`config.mk`:
```
export PLATFORM = sky130hd
export DESIGN_NAME = barrett_reduce_pipe
export DESIGN_NICKNAME = d
export VERILOG_FILES = /design/src/rtl/barrett_reduce_pipe.sv
export SDC_FILE = /design/constraint.sdc
export NUM_CORES = 1
export LEC_CHECK = 0
export ABC_CLOCK_PERIOD_IN_PS = 4400
export BUFFER_PORTS_ARGS = -buffer_cell sky130_fd_sc_hd__buf_2
export CAP_MARGIN = 25
export CORE_ASPECT_RATIO = 1.1
export CORE_MARGIN = 2
export CORE_UTILIZATION = 50
export CTS_CLUSTER_SIZE = 25
export DETAILED_ROUTE_END_ITERATION = 8
export PLACE_DENSITY = 0.67
export SYNTH_ARGS = -nofsm -noshare
export SYNTH_HDL_FRONTEND = slang
export SYNTH_SLANG_ARGS = --single-unit
```
`constraint.sdc`:
```
create_clock -name clk -period 4.4 [get_ports clk]
set_input_delay 0.88 -clock clk [delete_from_list [all_inputs] [get_ports clk]]
set_output_delay 0.88 -clock clk [all_outputs]
set_load 0.05 [all_outputs]
```
`src/rtl/barrett_reduce_pipe.sv`:
```
// Three-stage pipelined Barrett reducer: dout_r = din_a mod Q for a 2K-bit operand.
// The sideband tag follows its operand, and one global advance signal stalls every stage together.
module barrett_reduce_pipe #(
  parameter int Q     = 2027,
  parameter int K     = 11,
  parameter int TAG_W = 4
) (
  input  logic             clk,
  input  logic             rst_n,
  input  logic             in_valid,
  output logic             in_ready,
  input  logic [2*K-1:0]   din_a,
  input  logic [TAG_W-1:0] in_tag,
  output logic             out_valid,
  input  logic             out_ready,
  output logic [K-1:0]     dout_r,
  output logic [TAG_W-1:0] out_tag
);

  localparam int AW = 2 * K;
  localparam int RW = K + 2;
  localparam logic [AW:0] TWO_2K = {1'b1, {AW{1'b0}}};
  localparam logic [AW:0] MU     = TWO_2K / (AW+1)'(Q);

  if (!((Q > (1 << (K - 1))) && (Q < (1 << K)))) begin : g_bad_modulus
    $error("barrett_reduce_pipe: Q must satisfy 2^(K-1) < Q < 2^K");
  end

  // Each call removes at most one multiple of Q.
  // Three cascaded calls clear the r < 4Q slack left by the quotient estimate.
  function automatic logic [RW-1:0] cond_sub(input logic [RW-1:0] r);
    return (r >= RW'(Q)) ? (r - RW'(Q)) : r;
  endfunction

  logic             adv;
  logic             vld_p0, vld_p1, vld_p2;
  logic [AW-1:0]    a_p0;
  logic [TAG_W-1:0] tag_p0, tag_p1;
  logic [AW:0]      prod_p0;
  logic [RW-1:0]    rem_p1;

  logic [K:0]       quot;
  logic [AW:0]      tq;
  logic [RW-1:0]    rem_next;

  assign adv       = !vld_p2 || out_ready;
  assign in_ready  = adv;
  assign out_valid = vld_p2;

  // The true remainder fits in RW bits, so a truncated subtraction gives the exact result.
  assign quot     = (K+1)'(prod_p0 >> K);
  assign tq       = (AW+1)'(quot) * (AW+1)'(Q);
  assign rem_next = RW'(a_p0) - RW'(tq);

  always_ff @(posedge clk or negedge rst_n) begin
    if (!rst_n) begin
      vld_p0  <= 1'b0;
      vld_p1  <= 1'b0;
      vld_p2  <= 1'b0;
      a_p0    <= '0;
      tag_p0  <= '0;
      prod_p0 <= '0;
      tag_p1  <= '0;
      rem_p1  <= '0;
      dout_r  <= '0;
      out_tag <= '0;
    end else if (adv) begin
      // p0: capture the operand and the high-half times MU product
      vld_p0 <= in_valid;
      if (in_valid) begin
        a_p0    <= din_a;
        tag_p0  <= in_tag;
        prod_p0 <= (AW+1)'(din_a >> K) * MU;
      end
      // p1: coarse remainder a - t*Q, which lies in [0, 4Q)
      vld_p1 <= vld_p0;
      if (vld_p0) begin
        tag_p1 <= tag_p0;
        rem_p1 <= rem_next;
      end
      // p2: final correction into [0, Q-1]
      vld_p2 <= vld_p1;
      if (vld_p1) begin
        dout_r  <= K'(cond_sub(cond_sub(cond_sub(rem_p1))));
        out_tag <= tag_p1;
      end
    end
  end

endmodule
```
==> results.json, run 1 <==
{
  "cts_sinks": 64,
  "path_cells": "inv_2, fa_1, fa_1, fa_1, fa_1, fa_2, xnor2_2, xnor2_1, xnor2_1, xnor2_2, xnor2_1, o21ai_0",
  "worstSetupStartpointType": "register",
  "yosys.area.top_type": "dfrtp_1",
  "drt_first_pass_iters": 4,
  "die_x_um": 118,
  "fin_worst_skew_ns": 0.00988,
  "area_growth_pct": 16.4,
  "endpoint_kind": "register",
  "syn_area_per_cell_um2": 9.40,
  "yosys_warnings": 0,
  "ys_types": 85,
  "drc_errors": 0,
  "cp.required_ns": 4.57,
  "path_max_fanout": 5,
  "fin_cells": 1041,
  "ys_dominant_reg_cell": "dfrtp_1",
  "post_drt_wl_per_cell_um": 15.3,
  "insertion_delay_ns": 0.34,
  "cts_buffers": 9,
  "wl_um": 15900,
  "fp.dieH_um": 129,
  "grt_pass1_vias": 5760,
  "die-area_um2": 15300,
  "routed-via-count": 5674,
  "min_period_ns": 4.21,
  "track_usage": 0.218,
  "path_common_cell": "fa_1",
  "relSlewSlack": 0.400,
  "tightest_slew_ns": 0.898,
  "synth_area_um2": 7160,
  "cts_tree": "built",
  "htree_levels": 3,
  "drtAntennaViolNets": 0,
  "cpPeakStageDelay_ns": 0.58,
  "synth.most_common_cell": "inv_1",
  "synth-seq-cells": 64,
  "finalSetupViolations": 0,
  "outcome": "completed",
  "slowest_stage": "fa_1",
  "synth.top_cell.area_share": 0.224,
  "drt_iter0_markers": 253,
  "portBuffers": 46,
  "setup_tns_ns": 0,
  "clk_path_buf_depth": 2,
  "drv_slew": 0,
  "final_cell_area_um2": 8330,
  "max_cap_violations": 0,
  "synth_edf_count": 0,
  "timing.fmax_ghz": 0.237,
  "nFillCells": 1219,
  "synthCells": 761,
  "cp_data_arrival_time_ns": 4.39,
  "clk_pin_slew_worst_paths_ns": 0.06,
  "placedCellCount": 1018,
  "cts-root-buf": "clkbuf_16",
  "crit_type": "register to register",
  "hold_class": "primary input to asynchronous set/reset pin",
  "preCtsSetupSlack_ns": -0.239,
  "setup_ws_ns": 0.185,
  "async_flop_share": 1.00,
  "start_util": 0.515,
  "final_hold_viol_count": 0,
  "syn-num-nets": 935,
  "num_antenna_cells": 0,
  "postPlaceCellArea_um2": 7860,
  "grt_max_degree": 46,
  "grt_antenna_before_repair": 0,
  "grt-ovfl-total": 0,
  "num_io_pins": 47,
  "grt_pass1_wl_um": 26900,
  "num_rows": 45,
  "nets": 1022,
  "synth.area.top_cells": "dfrtp_1, ha_1, fa_1",
  "vias_per_cell": 5.45,
  "core_um2": 13900,
  "dp.final_hpwl_um": 12900,
  "synth_common_cells": "inv_1, ha_1, nand2_1, dfrtp_1, fa_1",
  "final_layout_size_suffix_gt1_frac": 0.236,
  "gp_congestion": 0.853,
  "synth-seq-area-share": 0.224,
  "reg2reg_slack_ns": 0.19,
  "period_share": 0.958
}
## path summary, 6_finish.rpt
check | start | endpoint | cells past startpoint
max | prod_p0[14] | rem_p1[12] | 12
min | rst_n | a_p0[9] | 1
max reg2reg | prod_p0[14] | rem_p1[12] | 12
min reg2reg | vld_p1 | out_valid | 2
max in group asynchronous | rst_n | prod_p0[14] | 2
min in group clk | vld_p1 | out_valid | 2
## cells by family after synthesis
logic type / count (synthesis) / synth area share
mux: 32 / 0.0497
flops: 64 / 0.224
simple gates: 162 / 0.108
xor+xnor: 52 / 0.0636
fa+ha+maj: 144 / 0.303
compound gates: 170 / 0.176
buf+inv: 137 / 0.0760
## area by class of cell
type                       instances  area (um2)  share of cell area
clock buffer                      11         243              0.0291
clock inverter                     5        32.5             0.00391
inverter                         113         424              0.0509
multi-input combinational        560        5140               0.617
sequential                        64        1600               0.193
tap                              188         235              0.0282
timing repair buffer             100         648              0.0778
## registers in the layout (all words and copies together) (netlist names)
signal,cells
rem_p1,13
tag_p1,4
a_p0,12
vld_p1,1
dout_r,11
vld_p0,1
out_tag,4
out_valid,1
prod_p0,13
tag_p0,4
## timing repair
item	CTS	global route
setup buffers	0	6
hold buffers	0	0
pin swaps	1	13
setup endpoints to repair	3	18
resized for setup	2	34
## worst max-delay path, delay by kind of cell, from the launching register on
family                   cells  cell delay [ns]
AO/OA/AOI/OAI                1             0.09
XOR/XNOR                     5             0.91
adder cells (fa/ha/maj)      5             2.47
buffers and inverters        1             0.11
flip-flops                   1             0.46
## layer usage
metal | wire length (um) | global-route usage | vias to the layer above | part of all wire
li1 | - | - | 2798 | -
met1 | 6780 | 0.253 | 2772 | 0.43
met2 | 8420 | 0.413 | 80 | 0.53
met3 | 357 | 0.0282 | 24 | 0.022
met4 | 318 | 0.0765 | 0 | 0.020
met5 | 0 | 0 | - | 0
## cells in the final DEF (no fill, tap or decap), types with 12 or more instances in the layout
cell type,count
mux2_2,28
nand2_1,69
ha_1,94
buf_2,46
a21oi_1,22
inv_1,107
xor2_1,12
nor2_1,30
o21ai_0,40
buf_4,53
fa_1,47
xnor2_1,37
dfrtp_1,62
## stage by stage
stage | util | hold WS (ns)
floorplan | - | 0.436
global placement | 0.565 | 0.452
detailed placement | 0.565 | 0.452
CTS | 0.586 | 0.467
global route | 0.599 | 0.401
finish | 0.599 | 0.393
Power of run 1 is left out: the tool's default activity adds up to more than one toggle a clock period on the data nets, which glitch-free logic cannot reach.
==> inputs of run 2 (changes only) <==
- CORE_ASPECT_RATIO: 1.1 -> 0.7
==> results.json, run 2 (same netlist as run 1, synthesis figures left out) <==
{
  "outcome": "completed",
  "crit_path_end": "rem_p1[10]",
  "rr_startpoint": "prod_p0[15]",
  "top_regs": "prod_p0 x13, rem_p1 x13, a_p0 x12",
  "drc_errors": 0,
  "min_period_ns": 4.27,
  "timing.fmax_ghz": 0.234,
  "path_max_fanout": 4,
  "vias_per_cell": 5.56,
  "relSlewSlack": 0.418,
  "grt_max_degree": 39,
  "path_cells": "inv_1, fa_2, inv_1, ha_1, inv_1, fa_1, inv_1, fa_1, inv_1, fa_1, ha_1, a21oi_2, buf_4, xor2_1, o21ai_0",
  "cp.required_ns": 4.58,
  "die-area_um2": 15300,
  "area_growth_pct": 17.3,
  "num_rows": 36,
  "grt_antenna_before_repair": 1,
  "path_common_cell": "inv_1",
  "finalSetupViolations": 0,
  "post_drt_wl_per_cell_um": 16.4,
  "hold_class": "register to register",
  "insertion_delay_ns": 0.34,
  "num_io_pins": 47,
  "r2r_cells": 15,
  "clk_path_buf_depth": 2,
  "final_layout_size_suffix_gt1_frac": 0.242,
  "reg2reg_slack_ns": 0.13,
  "htree_levels": 3,
  "postPlaceCellArea_um2": 7960,
  "drt_iter0_markers": 517,
  "fin_cells": 1051,
  "cts-root-buf": "clkbuf_16",
  "cts_buffers": 9,
  "clk_pin_slew_worst_paths_ns": 0.06,
  "worstSetupStartpointType": "register",
  "cts_tree": "built",
  "routed-via-count": 5848,
  "start_util": 0.513,
  "slowest_stage": "fa_2",
  "final_cell_area_um2": 8400,
  "fin_worst_skew_ns": 0.00728,
  "drt_first_pass_iters": 6,
  "dp.final_hpwl_um": 13900,
  "max_cap_violations": 0,
  "track_usage": 0.238,
  "cts_sinks": 64,
  "drtAntennaViolNets": 0,
  "cpPeakStageDelay_ns": 0.63,
  "startpoint": "prod_p0[15]",
  "core_um2": 14000,
  "crit_type": "register to register",
  "gp_congestion": 0.944,
  "final_cell_mix": "inv_1, ha_1, nand2_1",
  "portBuffers": 46,
  "grt_pass1_vias": 5904,
  "period_share": 0.970,
  "tightest_slew_ns": 0.871,
  "drv_slew": 0,
  "die_x_um": 147,
  "cts_hold_buf": 0,
  "endpoint_kind": "register",
  "placedCellCount": 1033,
  "final_common_cell": "inv_1",
  "fp.dieH_um": 104,
  "grt_pass1_wl_um": 29300,
  "rr_endpoint": "rem_p1[10]",
  "grt-ovfl-total": 0,
  "cp_data_arrival_time_ns": 4.44,
  "wl_um": 17200,
  "final_hold_viol_count": 0,
  "nets": 1029
}
[run 2: cell types whose count changed in the layout (fill, tap and decap cells not counted), sizes merged]
cell	change
buf	+7
bufinv	+1
clkbuf	-2
clkinv	-1
diode	+1
inv	+2
[run 2: what timing repair did]
item / in CTS / in global routing
setup buffers: 0 / 1
gates resized for setup: 2 / 36
pin swaps: 0 / 8
setup endpoints to repair: 2 / 19
[run 2: layer usage]
layer / track usage / routed length, um / up-vias
met5: 0 / 0 / -
met4: 0.0549 / 261 / 0
met3: 0.0425 / 1020 / 26
met2: 0.364 / 7370 / 224
met1: 0.354 / 8580 / 2803
li1: - / - / 2795
[run 2: worst min-delay path by stage]
stage,startpoint,endpoint,slack (ns),cells past startpoint
after floorplan,vld_p1,out_valid,0.44,2
after global placement,vld_p1,out_valid,0.46,2
after detailed placement,vld_p1,out_valid,0.47,2
after CTS,vld_p1,out_valid,0.47,2
after global routing,vld_p1,out_valid,0.51,2
final,vld_p1,out_valid,0.48,2
[run 2: final cells by class]
cell class,count,area (um2)
Inverter,113,424
Fill cell,1242,5570
Tap cell,190,238
Timing Repair Buffer,107,688
Clock buffer,9,225
Multi-Input combinational cell,560,5130
Antenna cell,1,2.50
Sequential cell,64,1610
Clock inverter,7,78.8
[run 2: metrics by stage]
stage	setup TNS, ns	utilization	setup slack, ns	hold slack, ns
2_1_floorplan	0	-	0.0420	0.436
3_3_place_gp	-0.760	0.570	-0.171	0.459
3_5_place_dp	-1.51	0.570	-0.266	0.466
4_1_cts	0	0.592	0.00141	0.474
5_1_grt	-0.0775	0.601	-0.0334	0.514
6_report	0	0.601	0.134	0.475
[run 2: worst max-delay path: cells and delay by family, from the launching register on]
family | cells | cell delay, ns
AOI/OAI and AO/OA | 2 | 0.26
xor gates and xnor gates | 1 | 0.15
adders and majority gates | 6 | 2.80
buffers and inverters | 6 | 0.50
DFF | 1 | 0.41
Power of run 2 is left out for the same reason.
